### config.mk
export PLATFORM = sky130hd
export DESIGN_NAME = peripheral_gpio_input_filter_flat
export DESIGN_NICKNAME = d
export VERILOG_FILES = /design/src/rtl/peripheral_gpio_input_filter_pkg.sv /design/src/rtl/peripheral_gpio_input_filter_if.sv /design/src/rtl/peripheral_gpio_filter_bit.sv /design/src/rtl/peripheral_gpio_input_filter.sv /design/src/flat_wrapper.sv
export SDC_FILE = /design/constraint.sdc
export NUM_CORES = 1
export LEC_CHECK = 0
export CAP_MARGIN = 20
export CORE_MARGIN = 1.5
export CORE_UTILIZATION = 45
export CTS_CLUSTER_DIAMETER = 150
export DETAILED_ROUTE_END_ITERATION = 10
export PLACE_DENSITY = 0.74
export SKIP_CTS_REPAIR_TIMING = 1
export SYNTH_ARGS = -nofsm -noshare
export SYNTH_HDL_FRONTEND = slang
export SYNTH_HIERARCHICAL = 1
export SYNTH_SLANG_ARGS = --single-unit
### constraint.sdc
create_clock -name PCLK -period 3.7 [get_ports PCLK]
set_clock_uncertainty 0.05 [all_clocks]
set_input_delay 0.37 -clock PCLK [delete_from_list [all_inputs] [get_ports PCLK]]
set_output_delay 0.37 -clock PCLK [all_outputs]
set_load 0.01 [all_outputs]
### src/rtl/peripheral_gpio_input_filter_pkg.sv
// Defaults shared between the GPIO input conditioning stage and the APB4 GPIO slave.
package peripheral_gpio_pkg;
  localparam int GPIO_PDATA_SIZE = 32;
  localparam int GPIO_SYNC_DEPTH = 3;
  localparam int GPIO_FILTER_LEN = 4;
  localparam int GPIO_PRESCALE_W = 16;
endpackage

### src/rtl/peripheral_gpio_input_filter_if.sv
// Pad, control and status bundle between the GPIO register block and the input filter.
interface peripheral_gpio_input_filter_if
  import peripheral_gpio_pkg::*;
#(
  parameter int PDATA_SIZE = GPIO_PDATA_SIZE,
  parameter int PRESCALE_W = GPIO_PRESCALE_W
);
  logic [PDATA_SIZE-1:0] pad_i;
  logic [PRESCALE_W-1:0] prescale_i;
  logic [PDATA_SIZE-1:0] filter_en_i;
  logic [PDATA_SIZE-1:0] rise_en_i;
  logic [PDATA_SIZE-1:0] fall_en_i;
  logic [PDATA_SIZE-1:0] irq_clr_i;
  logic [PDATA_SIZE-1:0] gpio_o;
  logic [PDATA_SIZE-1:0] rise_o;
  logic [PDATA_SIZE-1:0] fall_o;
  logic [PDATA_SIZE-1:0] irq_pending_o;
  logic                  irq_o;

  modport master (
    output pad_i, prescale_i, filter_en_i, rise_en_i, fall_en_i, irq_clr_i,
    input  gpio_o, rise_o, fall_o, irq_pending_o, irq_o
  );

  modport slave (
    input  pad_i, prescale_i, filter_en_i, rise_en_i, fall_en_i, irq_clr_i,
    output gpio_o, rise_o, fall_o, irq_pending_o, irq_o
  );
endinterface

### src/rtl/peripheral_gpio_filter_bit.sv
// One GPIO bit: synchronizer, tick-sampled glitch filter, stable level and edge pulses.
module peripheral_gpio_filter_bit
  import peripheral_gpio_pkg::*;
#(
  parameter int SYNC_DEPTH = GPIO_SYNC_DEPTH,
  parameter int FILTER_LEN = GPIO_FILTER_LEN
) (
  input  logic PCLK,
  input  logic PRESETn,
  input  logic pad_i,
  input  logic tick_i,
  input  logic filter_en_i,
  output logic gpio_o,
  output logic rise_o,
  output logic fall_o
);
  logic [SYNC_DEPTH-1:0] sync_q;
  logic [FILTER_LEN-1:0] shift_q;
  logic                  stable_q;
  logic                  prev_q;
  logic                  synced;

  assign synced = sync_q[SYNC_DEPTH-1];

  always_ff @(posedge PCLK or negedge PRESETn) begin
    if (!PRESETn) begin
      sync_q   <= '0;
      shift_q  <= '0;
      stable_q <= 1'b0;
      prev_q   <= 1'b0;
    end else begin
      sync_q <= {sync_q[SYNC_DEPTH-2:0], pad_i};
      // Sampling continues in bypass so switching to filtered mode starts from real history.
      if (tick_i) shift_q <= {shift_q[FILTER_LEN-2:0], synced};
      if (!filter_en_i)       stable_q <= synced;
      else if (&shift_q)      stable_q <= 1'b1;
      else if (~|shift_q)     stable_q <= 1'b0;
      prev_q <= stable_q;
    end
  end

  assign gpio_o = stable_q;
  assign rise_o = stable_q & ~prev_q;
  assign fall_o = ~stable_q & prev_q;
endmodule

### src/rtl/peripheral_gpio_input_filter.sv
// GPIO input conditioning: shared sample prescaler, per-bit filters, sticky edge pending flags.
module peripheral_gpio_input_filter
  import peripheral_gpio_pkg::*;
#(
  parameter int PDATA_SIZE = GPIO_PDATA_SIZE,
  parameter int SYNC_DEPTH = GPIO_SYNC_DEPTH,
  parameter int FILTER_LEN = GPIO_FILTER_LEN,
  parameter int PRESCALE_W = GPIO_PRESCALE_W
) (
  input logic PCLK,
  input logic PRESETn,
  peripheral_gpio_input_filter_if.slave bus
);
  logic [PRESCALE_W-1:0] cnt;
  logic                  tick;
  logic [PDATA_SIZE-1:0] gpio;
  logic [PDATA_SIZE-1:0] rise;
  logic [PDATA_SIZE-1:0] fall;
  logic [PDATA_SIZE-1:0] pending_q;

  // >= rather than == so lowering prescale below cnt ticks at once instead of wrapping.
  assign tick = (cnt >= bus.prescale_i);

  always_ff @(posedge PCLK or negedge PRESETn) begin
    if (!PRESETn)  cnt <= '0;
    else if (tick) cnt <= '0;
    else           cnt <= cnt + 1'b1;
  end

  for (genvar i = 0; i < PDATA_SIZE; i++) begin : g_bit
    peripheral_gpio_filter_bit #(
      .SYNC_DEPTH (SYNC_DEPTH),
      .FILTER_LEN (FILTER_LEN)
    ) u_bit (
      .PCLK        (PCLK),
      .PRESETn     (PRESETn),
      .pad_i       (bus.pad_i[i]),
      .tick_i      (tick),
      .filter_en_i (bus.filter_en_i[i]),
      .gpio_o      (gpio[i]),
      .rise_o      (rise[i]),
      .fall_o      (fall[i])
    );
  end

  // Set has priority over clear so an edge arriving with the clear pulse is not lost.
  always_ff @(posedge PCLK or negedge PRESETn) begin
    if (!PRESETn) pending_q <= '0;
    else          pending_q <= (rise & bus.rise_en_i) | (fall & bus.fall_en_i)
                             | (pending_q & ~bus.irq_clr_i);
  end

  assign bus.gpio_o        = gpio;
  assign bus.rise_o        = rise;
  assign bus.fall_o        = fall;
  assign bus.irq_pending_o = pending_q;
  assign bus.irq_o         = |pending_q;
endmodule

### src/flat_wrapper.sv
// flat-port wrapper written by rule: the top's interface ports become plain ports
module peripheral_gpio_input_filter_flat import peripheral_gpio_pkg::*;
#(
  parameter int PDATA_SIZE = GPIO_PDATA_SIZE,
  parameter int SYNC_DEPTH = GPIO_SYNC_DEPTH,
  parameter int FILTER_LEN = GPIO_FILTER_LEN,
  parameter int PRESCALE_W = GPIO_PRESCALE_W
)
  (PCLK, PRESETn, bus_pad_i, bus_prescale_i, bus_filter_en_i, bus_rise_en_i, bus_fall_en_i, bus_irq_clr_i, bus_gpio_o, bus_rise_o, bus_fall_o, bus_irq_pending_o, bus_irq_o);
  peripheral_gpio_input_filter_if #(.PDATA_SIZE(PDATA_SIZE), .PRESCALE_W(PRESCALE_W)) bus_i ();
  input logic PCLK;
  input logic PRESETn;
  input wire logic [$bits(bus_i.pad_i)-1:0] bus_pad_i;
  input wire logic [$bits(bus_i.prescale_i)-1:0] bus_prescale_i;
  input wire logic [$bits(bus_i.filter_en_i)-1:0] bus_filter_en_i;
  input wire logic [$bits(bus_i.rise_en_i)-1:0] bus_rise_en_i;
  input wire logic [$bits(bus_i.fall_en_i)-1:0] bus_fall_en_i;
  input wire logic [$bits(bus_i.irq_clr_i)-1:0] bus_irq_clr_i;
  output wire logic [$bits(bus_i.gpio_o)-1:0] bus_gpio_o;
  output wire logic [$bits(bus_i.rise_o)-1:0] bus_rise_o;
  output wire logic [$bits(bus_i.fall_o)-1:0] bus_fall_o;
  output wire logic [$bits(bus_i.irq_pending_o)-1:0] bus_irq_pending_o;
  output wire logic [$bits(bus_i.irq_o)-1:0] bus_irq_o;
  assign bus_i.pad_i = bus_pad_i;
  assign bus_i.prescale_i = bus_prescale_i;
  assign bus_i.filter_en_i = bus_filter_en_i;
  assign bus_i.rise_en_i = bus_rise_en_i;
  assign bus_i.fall_en_i = bus_fall_en_i;
  assign bus_i.irq_clr_i = bus_irq_clr_i;
  assign bus_gpio_o = bus_i.gpio_o;
  assign bus_rise_o = bus_i.rise_o;
  assign bus_fall_o = bus_i.fall_o;
  assign bus_irq_pending_o = bus_i.irq_pending_o;
  assign bus_irq_o = bus_i.irq_o;
  peripheral_gpio_input_filter #(.PDATA_SIZE(PDATA_SIZE), .SYNC_DEPTH(SYNC_DEPTH), .FILTER_LEN(FILTER_LEN), .PRESCALE_W(PRESCALE_W)) u_core (.PCLK(PCLK), .PRESETn(PRESETn), .bus(bus_i));
endmodule
---- Yosys cells after proc, flatten, opt, wreduce, memory -nomap -nowiden ----
Cells that the tools add are included.
storage, ports and cells
  word-level logic and storage cells ...... 460
  register bits ........................... 336
cells by class
  equal/unequal tests ..................... 32
  $lt $le $gt $ge ......................... 1
  $add $sub $neg .......................... 1
  reductions and logical operators ........ 65
  muxes and demuxes ....................... 97
  bitwise operators ....................... 134
operators by type and width
  kind                                                             count
  4-bit AND reduction                                              32
  4-bit OR reduction                                               32
  32-bit bitwise AND                                               3
  1-bit 2-to-1 mux                                                 96
  3-bit != test, second input constant                             32
  1-bit bitwise AND                                                64
  1-bit inverter                                                   64
  32-bit bitwise OR                                                2
  32-bit inverter                                                  1
  32-bit OR reduction                                              1
  16-bit by 1-bit adder with 16-bit output, second input constant  1
  16-bit >= comparator                                             1
  16-bit 2-to-1 mux                                                1

---- Logic depth before layout (Yosys ltp) ----
  depth after elaboration ................. 5
  gate-level depth with buffers ........... 8

---- Cells and area by module ----
The synthesis kept the hierarchy.
by module, submodules not included
  module                        times used  area each (µm²)  cells each
  peripheral_gpio_filter_bit    32          312.8            20
  peripheral_gpio_input_filter  1           2,528.7          268

---- Worst setup path before layout ----
OpenSTA, ideal clock, no wires.
  path kind ............................... reg2reg
  from .................................... reg u_core.cnt[13]
  to ...................................... reg u_core.g_bit[0].u_bit.shift_q[0]
  arrival time ............................ 2.391 ns
  path buffers ............................ 1
  cell stages (with the launch flop) ...... 8
  clock period less this slack ............ 2.569 ns
  data required time ...................... 3.522 ns
  setup slack ............................. 1.131 ns
  cells stage by stage .................... dfrtp_1 -> ha_1 -> nand4_1 -> nor3_1 -> o311ai_1 -> nand3_2 -> buf_6 -> mux2_1
between the ends
  cells in the longest elaborated chain, start to end .. 1
RTL lines
  what                    RTL line                            text
  from (decl)             peripheral_gpio_input_filter.sv:14  logic [PRESCALE_W-1:0] cnt;
  from (signal assigned)  peripheral_gpio_input_filter.sv:27  else cnt <= cnt + 1'b1;
  16-bit >= comparator    peripheral_gpio_input_filter.sv:22  assign tick = (cnt >= bus.prescale_i);
  net u_core.tick         peripheral_gpio_input_filter.sv:15  logic tick;
  to (signal assigned)    peripheral_gpio_filter_bit.sv:34    if (tick_i) shift_q <= {shift_q[FILTER_LEN-2:0], synced};
  to (decl)               peripheral_gpio_filter_bit.sv:18    logic [FILTER_LEN-1:0] shift_q;
The timed path passes the listed nets, and every way through them passes these cells.
A chain may end at the register's enable or synchronous reset.

---- Worst setup path in the final report ----
  from .................................... reg u_core.pending_q[23] (netlist: u_core/bus.irq_pending_o[23])
  to ...................................... out bus_irq_o
between the ends
  cells in the longest elaborated chain, start to end .. 1
RTL lines
  what                    RTL line                            text
  from (decl)             peripheral_gpio_input_filter.sv:19  logic [PDATA_SIZE-1:0] pending_q;
  from (signal assigned)  peripheral_gpio_input_filter.sv:49  else pending_q <= (rise & bus.rise_en_i) | (fall & bus.fall_en_i)
  32-bit OR reduction     peripheral_gpio_input_filter.sv:57  assign bus.irq_o = |pending_q;
  to (decl)               flat_wrapper.sv:23                  output wire logic [$bits(bus_i.irq_o)-1:0] bus_irq_o;
No other way between the ends.

==> metrics.yaml <==
end_kind: "output port"
irDropWorstVdd_mv: 0.2972
critPathSlowestCell: "nor4_1"
power_switching_share_pct: 21.95
cts_buffers: 35
synthDistinctLibCells: 27
fp.dieH_um: 169.9
drc_errors: 0
rr_worst_depth: 7
drtIter0Drc: 471
drt-total-wl_mm: 26.14
cts_max_level: 2
die_area_mm2: 0.02887
hold_path_class: "primary input to flip-flop"
path_max_fanout: 3
crit_chain: "nor4_1 > nand4_1 > or2_2 > clkdlybuf4s50_1"
design_area_mm2: 0.01733
ctsLongestPathBuffers: 3
track_usage_pct: 18.35
cp_slowest_stage_delay_ps: 700
syn_area_mm2: 0.01254
synth_most_common_cell: "dfrtp_1"
portBuffers: 306
ys.flop_type: "dfrtp_1"
finalMaxSlewViolations: 0
post_drt_wl_per_cell_um: 15.82
ys_seq_area_share_pct: 67.06
clkPwrFrac_pct: 41.6
fmax_mhz: 315.5
grt_max_degree: 104
hold_viol: 0
first_pass_iters: 4
fill_cells: 2078
power_uw: 8242
tightest_slew_ps: 766.9
io_pins: 307
rsz0062_at_grt: "false"
hold_end: "u_core/g_bit[4].u_bit/sync_q[0]$_DFF_PN0_"
min_path_cells: 1
fp.dieW_um: 169.9
p_sw_uw: 1809
dp_cells: 1592
crit_type: "flip-flop to output port"
fp-row-count: 60
antenna_found_initial: 2
whs_ps: 260.2
grt_pass1_wl_mm: 42.48
overflow: 0
synth_area_per_cell_um2: 13.81
yosys_warnings: 6
syn_to_final_growth_pct: 38.23
yosys-top-cells-count: "336 x dfrtp_1, 128 x mux2_1, 82 x inv_1, 67 x nor2b_1, 66 x o21ai_0"
place_area_mm2: 0.01618
max-cap-violations: 0
coreArea_mm2: 0.02718
insertion_delay_ps: 500
status: "finished clean"
yosysTopAreaCell: "dfrtp_1"
syn_inst: 908
finalSetupTns_ps: 0
async_flop_share_pct: 100.0
worstReg2RegStart: "u_core/cnt[1]$_DFF_PN0_"
relSlewSlack_pct: 48.40
crit_path_start_kind: "flip-flop"
period_share_pct: 85.66
p_leak_uw: 0.008042
min_from: "bus_pad_i[4]"
viasPerCell: 5.077
combinationalPowerShare_pct: 9.6
nets: 1453
synth_fp_nets: 1103
synth_seq_cells: 336
final_cells: 1653
rrSetupSlack_ps: 940
worstPathArrival_ps: 2750
startpoint: "u_core/bus.irq_pending_o[23]$_DFF_PN0_"
p_int_uw: 6433
gp_congestion: 0.7674
regToRegEndpoint: "u_core/g_bit[12].u_bit/shift_q[1]$_DFFE_PN0P_"
cp.required_ps: 3280
start_util_pct: 46.14
fin_crit_ps: 3169
seq_power_share_pct: 48.8
synth-edff-count: 0
layout-drive-gt1-share_pct: 4.613
grt_pass1_vias: 8467
power_density_mw_per_mm2: 475.5
cts_sinks: 336
clockRootBuffer: "clkbuf_16"
synthTopCellsByArea: "dfrtp_1 67%, mux2_1 11%, nor2b_1 3.3%, o21ai_0 2.6%, inv_1 2.5%"
clkTransAtPathRegs_ps: 60
synth_top_area_share_pct: 67.06
final_antenna_net_count: 0
vias: 8393
final-setup-viol-count: 0
dp_hpwl_mm: 18.71
cts_tree: "built"
-- layer usage --
layer | part of all wire (%) | vias to the layer above | GRT usage (%)
met5 | 0 | - | 0
met4 | 1.7 | 0 | 5.079
met3 | 7.7 | 33 | 5.023
met2 | 49 | 261 | 31.02
met1 | 42 | 4111 | 23.24
li1 | - | 3988 | -
-- through the flow --
stage               utilization, %  worst slack [ps]
floorplan                        -              1131
global placement             59.55             582.0
detailed placement           59.55             541.8
CTS                          63.72             515.8
global route                 63.76             461.5
finish                       63.78             530.6
-- sequential cells by signal, indices dropped and copies added (netlist names) --
name / flops
u_core/g_bit.u_bit/prev_q: 32
u_core/g_bit.u_bit/shift_q: 128
u_core/g_bit.u_bit/sync_q: 96
u_core/bus.irq_pending_o: 32
u_core/g_bit.u_bit/gpio_o: 32
u_core/cnt: 16
-- worst max-delay path: cells and delay by family (launching register included) --
kind | cells | cell delay, ps
simple gates | 3 | 1370
flops | 1 | 400
buf+inv | 1 | 490
-- placed cells by master, fill, tap and decap left out, types with 5 or more instances in the layout --
| cell | instances |
|---|---|
| xnor2_1 | 6 |
| ha_1 | 17 |
| nand3_1 | 7 |
| o32ai_1 | 32 |
| mux2_1 | 128 |
| nand2_1 | 8 |
| xor2_1 | 8 |
| a22oi_1 | 31 |
| o21ai_0 | 66 |
| nand4_1 | 8 |
| dfrtp_1 | 336 |
| clkbuf_1 | 9 |
| nor2b_1 | 67 |
| clkdlybuf4s50_1 | 305 |
| a31oi_1 | 33 |
| nor4_1 | 41 |
| inv_1 | 82 |
| clkbuf_8 | 5 |
| clkbuf_16 | 35 |
| nor2_1 | 20 |
| buf_12 | 5 |
-- worst max-delay path by stage --
stage | cells past startpoint | to
after floorplan | 7 | u_core/g_bit[0].u_bit/shift_q[0]$_DFFE_PN0P_
after global placement | 9 | u_core/g_bit[13].u_bit/shift_q[3]$_DFFE_PN0P_
after detailed placement | 9 | u_core/g_bit[12].u_bit/shift_q[1]$_DFFE_PN0P_
after CTS | 4 | bus_irq_o
after global routing | 4 | bus_irq_o
final | 4 | bus_irq_o
-- power by group through the flow --
stage | logic [uW] | registers (uW) | clock network (uW)
final | 792 | 4020 | 3430
after global routing | 873 | 4040 | 3710
after CTS | 802 | 4020 | 3550
after detailed placement | 798 | 4080 | 0
after global placement | 778 | 4070 | 0
after floorplan | 249 | 4060 | 0
-- cell families (layout without fill, tap and decap cells) --
group / after synthesis / in the layout / share of synthesized area (%)
other: 0 / 2 / 0
AO/OA/AOI/OAI: 170 / 170 / 8.832
XOR/XNOR: 14 / 14 / 0.9780
flip-flops: 336 / 336 / 67.06
buffers and inverters: 83 / 454 / 2.545
multiplexers: 128 / 128 / 11.50
adder cells (fa/ha/maj): 17 / 17 / 1.696
AND/OR/NAND/NOR: 160 / 160 / 7.394
-- area by class of cell --
class	instances	area [um2]	share of cell area (%)
multi-input cells	489	3819	22.03
repair buffers	314	3193	18.42
inverters	82	307.8	1.776
clock inverters	9	155.1	0.8952
flip-flops and latches	336	8408	48.51
diodes	2	5.005	0.02888
clock buffers	49	978.4	5.645
well taps	372	465.4	2.686
Power figures use the tool's default switching activity.
==> RTL edit 1 (config.mk and constraints unchanged) <==
Put a register stage on the output `bus.irq_o`. The value now appears one clock later.
--- a/src/rtl/peripheral_gpio_input_filter.sv
+++ b/src/rtl/peripheral_gpio_input_filter.sv
@@ -54,6 +54,8 @@
   assign bus.rise_o        = rise;
   assign bus.fall_o        = fall;
   assign bus.irq_pending_o = pending_q;
-  assign bus.irq_o         = |pending_q;
+  always_ff @(posedge PCLK) begin
+    bus.irq_o <= |pending_q;
+  end
 endmodule
 
Function: changed (Yosys sat finds a counterexample within 10 cycles, from zero or initial values and one cycle with PRESETn low).
==> RTL edit 1 against the unedited design <==
- wire length increased by 1.2%
- non-clock buffer count decreased by 1
- sequential cell count rose by 1
- area after synthesis up 0.16%
- cell area fell by 0.15%
- sequential share of layout area up 0.19 points
- synthesized cell count is 0.11% higher
- clock power is 1% lower
- via count shrank 0.93%
- power down 0.57%
- core utilization decreased by 0.097 points
- sequential power about the same
- setup slack better by 560 ps
==> RTL edit 1: results (changes against the unedited design) <==
Global route
  – First-pass GRT wire length: 42260 microns (-0.54%)
  – Overall Global Routing Usage: 18.29% (-0.058 points)
  – Number of global-route vias before repair: 8327 (-1.7%)
  – Initial antenna violation count: 1 (-1)
  – Largest net degree at the start of global routing: 145 (+39%)

Yosys
  – Post-synthesis compound-gate area fraction: 8.817% (-0.014 points)
  – Asr flop ratio synth: 99.70% (-0.30 points)
  – Post-Syn Nets: 1104 (+0.091%)
  – Mux contribution to synthesized area: 11.48% (-0.018 points)
  – Post-Synthesis Cells: 909 (+0.11%)
  – Mapped Area: 12560 sq um (+0.16%)
  – Sequential fraction of the synthesis area: 67.11% (about the same)
  – Dominant cells by area after synthesis: dfrtp_1 (67%), mux2_1 (11%), nor2b_1 (3.3%), o21ai_0 (2.6%), inv_1 (2.5%)
  – Adder-Cell Fraction of Synth Area: 1.694% (-0.0027 points)
  – Post-synthesis xor/xnor area fraction: 0.9764% (-0.0016 points)
  – Synth cell types: 28 (+3.7%)

Power and ir drop
  – Leakage: 0.008039 uW (about the same)

Detailed routing
  – Final WL: 26440 microns (+1.2%)
  – Vias per cell: 5.018 (-1.2%)
  – Drt wl/cell: 15.96 microns (+0.91%)
  – Detailed Route Iter0 Violations: 381 (-19%)

Finish
  – Proportion of layout cells with a drive suffix above 1: 5.136% (+0.52 points)
  – Clock buffers: 47 (-4.1%)
  – Area delta synth->final: 37.80%
  – ANT cells: 0 (-2)
  – Non-clk bufs: 313 (-0.32%)
  – Seq/total area: 48.70% (+0.19 points)
  – Non-clock buffering overhead: 18.26% (-0.16 points)
  – Clock network area share: 6.500% (-0.041 points)

Clock network
  – CTS sink cnt: 337 (+0.30%)
  – Reg clk slew, reported paths: 60 ps (about the same)

Critical path
  – Slowest stage delay, CP: 440 ps (-260 ps)
  – Crit path DAT: 2940 ps (+190 ps)
  – CP max FO: 144 (+141)
  – Critical Path Slowest Stage Cell: mux2_1

Place
  – Placed instance area: 16170 sq um (about the same)
  – RePlAce Congestion: 0.7620 (-0.70%)
  – DP HPWL: 18660 microns (-0.25%)

STA
  – Measured slew at the worst slew-check pin: 780.3 ps (+13.32 ps)

Status
  – Outcome: completed
RTL edit 1: cell count changes after synthesis, sizes merged:
| cell | unedited run | this run |
|---|---|---|
| dfxtp | 0 | 1 |
RTL edit 1: kinds of logic after synthesis:
logic type,count (synthesis)
DFF,337
AOI/OAI and AO/OA,170
and+or+nand+nor,160
muxes,128
buffers and inverters,83
adders and majority gates,17
xor gates and xnor gates,14
RTL edit 1: worst register-to-register path: cells and delay by family, from the launching register on:
kind	cells	cell delay (ps)
AO/OA/AOI/OAI	2	610
multiplexers	1	560
flip-flops	1	410
adder cells (fa/ha/maj)	1	300
buffers and inverters	1	290
AND/OR/NAND/NOR	2	260
RTL edit 1: worst paths after layout:
check,start,depth (start not counted),slack [ps],to
max,u_core/cnt[1]$_DFF_PN0_,7,1090,u_core/g_bit[31].u_bit/shift_q[0]$_DFFE_PN0P_
min,bus_pad_i[31],1,250,u_core/g_bit[31].u_bit/sync_q[0]$_DFF_PN0_
max reg2reg,u_core/cnt[1]$_DFF_PN0_,7,1090,u_core/g_bit[31].u_bit/shift_q[0]$_DFFE_PN0P_
min reg2reg,u_core/g_bit[22].u_bit/sync_q[0]$_DFF_PN0_,0,290,u_core/g_bit[22].u_bit/sync_q[1]$_DFF_PN0_
max in group asynchronous,PRESETn,3,2190,u_core/g_bit[18].u_bit/shift_q[1]$_DFFE_PN0P_
min in group asynchronous,PRESETn,2,480,u_core/g_bit[14].u_bit/gpio_o$_DFFE_PN0P_
RTL edit 1: report_power, final:
group	switching, uW	internal (uW)	total, uW
logic	331	461	792
clock network	1380	2000	3380
registers	159	3860	4020
total	1870	6320	8190
RTL edit 1: per-layer routing:
layer	track usage, %	wire [microns]	vias up
li1	-	-	4003
met1	24.10	11560	4029
met2	30.58	12660	247
met3	4.721	1882	34
met4	3.963	330	2
met5	0	13	-
==> RTL edit 2 (same settings) <==
Without the edit above. `GPIO_SYNC_DEPTH`: 3 -> 6.
--- a/src/rtl/peripheral_gpio_input_filter_pkg.sv
+++ b/src/rtl/peripheral_gpio_input_filter_pkg.sv
@@ -1,7 +1,7 @@
 // Defaults shared between the GPIO input conditioning stage and the APB4 GPIO slave.
 package peripheral_gpio_pkg;
   localparam int GPIO_PDATA_SIZE = 32;
-  localparam int GPIO_SYNC_DEPTH = 3;
+  localparam int GPIO_SYNC_DEPTH = 6;
   localparam int GPIO_FILTER_LEN = 4;
   localparam int GPIO_PRESCALE_W = 16;
 endpackage
Function: changed (a bounded check fails within 10 cycles, from zero or initial values and one cycle with PRESETn low).
==> RTL edit 2 against the unedited design <==
- cell area rose by 17%
- sequential power grew 28%
- wire length rose by 12%
- via count up 9.7%
- register-to-register slack is essentially flat
- die area grew 19%
- worst hold slack worse by 23 ps
- setup slack got worse by 31 ps
- sequential cell count increased by 96
- power up 25%
- largest cell class unchanged
- area after synthesis is 19% higher
==> RTL edit 2: results (changes against the unedited design) <==
Status
  – Outcome: completed

Global route
  – Initial antenna violation count: 3 (+1)
  – Overall Global Routing Usage: 17.50% (-0.85 points)
  – First-pass GRT wire length: 47590 microns (+12%)
  – Number of global-route vias before repair: 9435 (+11%)
  – Largest net degree at the start of global routing: 108 (+3.8%)

Detailed routing
  – Final WL: 29280 microns (+12%)
  – Detailed Route Iter0 Violations: 384 (-18%)
  – First drt pass iteration count: 6 (+2)
  – DR vias: 9205 (+9.7%)

Power and ir drop
  – Leakage: 0.009364 uW (+16%)
  – Max VDD drop: 0.4022 mV (+35%)

Yosys
  – Post-synth EDFFs: 0 (unchanged)
  – Synth cell types: 27 (unchanged)
  – Synth cell count leaders: dfrtp_1 (432), mux2_1 (128), inv_1 (82)
  – Dominant cells by area after synthesis: dfrtp_1 (72%), mux2_1 (9.6%), nor2b_1 (2.8%), o21ai_0 (2.2%), inv_1 (2.1%)
  – Yosys warnings: 6 (unchanged)
  – Sequential fraction of the synthesis area: 72.36% (+5.3 points)
  – Post-Syn Nets: 1199 (+8.7%)

STA
  – Slew margin rel.: 43.66% (-4.7 points)
  – Final setup viols: 0 (unchanged)
  – Final hold violations: 0 (unchanged)

Critical path
  – CP max FO: 3 (unchanged)
  – Slowest stage delay, CP: 610 ps (-90 ps)
  – Crit path DAT: 2780 ps (+30 ps)

Clock network
  – Reg clk slew, reported paths: 60 ps (about the same)
  – Clock Tree Root: clkbuf_16
  – Inserted Clock Buffers: 42 (+20%)
  – Clk_lat worst skew: 520 ps (+20 ps)
  – CTS max path bufs: 3 (unchanged)
  – H-tree lvl count: 2 (unchanged)

Place
  – DP HPWL: 20410 microns (+9.1%)
  – RePlAce Congestion: 0.8072 (+5.2%)
  – # port buffers: 306 (unchanged)

Finish
  – Proportion of layout cells with a drive suffix above 1: 5.929% (+1.3 points)
  – Nets: 1565 (+7.7%)
  – Largest regs: u_core/g_bit.u_bit/sync_q x192, u_core/g_bit.u_bit/shift_q x128
-- RTL edit 2: cell count changes after synthesis, sizes merged --
cell   unedited run  this run
dfrtp           336       432
-- RTL edit 2: worst paths after layout --
check	start	end	slack, ps	cells after the start
min	bus_pad_i[14]	u_core/g_bit[14].u_bit/sync_q[0]$_DFF_PN0_	240	1
max in group asynchronous	PRESETn	u_core/g_bit[19].u_bit/sync_q[4]$_DFF_PN0_	2130	3
min reg2reg	u_core/g_bit[8].u_bit/sync_q[1]$_DFF_PN0_	u_core/g_bit[8].u_bit/sync_q[2]$_DFF_PN0_	290	0
min in group asynchronous	PRESETn	u_core/bus.irq_pending_o[14]$_DFF_PN0_	450	2
max reg2reg	u_core/cnt[1]$_DFF_PN0_	u_core/g_bit[0].u_bit/shift_q[1]$_DFFE_PN0P_	940	7
max	u_core/bus.irq_pending_o[14]$_DFF_PN0_	bus_irq_o	500	4
-- RTL edit 2: report_power, final --
group | switching [uW] | internal (uW)
Sequential | 175 | 4950
Combinational | 351 | 472
Clock | 1680 | 2680
Total | 2200 | 8110
-- RTL edit 2: metrics by stage --
step / hold WS [ps] / setup slack, ps / utilization, % / cells / instance area, sq um
floorplan: 24.41 / 1131 / - / 1004 / 14940
global placement: 281.0 / 545.5 / 57.49 / 1767 / 18750
detailed placement: 284.7 / 508.8 / 57.49 / 1767 / 18750
CTS: -110.1 / 468.0 / 61.90 / 1841 / 20190
global route: 214.8 / 493.5 / 61.93 / 1842 / 20200
finish: 237.0 / 500.0 / 61.94 / 1844 / 20210
-- RTL edit 2: cells by family after synthesis --
family,after synthesis,synth area share [%]
mux,128,9.647
buf+inv,83,2.136
xor+xnor,14,0.8207
compound gates,170,7.411
fa+ha+maj,17,1.424
simple gates,160,6.206
flops,432,72.36
-- RTL edit 2: area by class of cell --
class                           count  area [sq um]
Fill cell                        2441         12410
Sequential cell                   432         10810
Multi-Input combinational cell    489          3819
Timing Repair Buffer              323          3273
Clock buffer                       63          1251
Tap cell                          442         553.0
Inverter                           82         307.8
Clock inverter                     11         186.4
Antenna cell                        2         5.005
-- RTL edit 2: per-layer routing --
metal  vias to the layer above  wire (microns)  share of wire, %  track usage, %
met4                         4             416               1.4           4.293
met2                       307           14170                48           29.92
li1                       4331               -                 -               -
met3                        36            2312               7.9           4.817
met1                      4527           12350                42           22.06
met5                         -              30              0.10               0
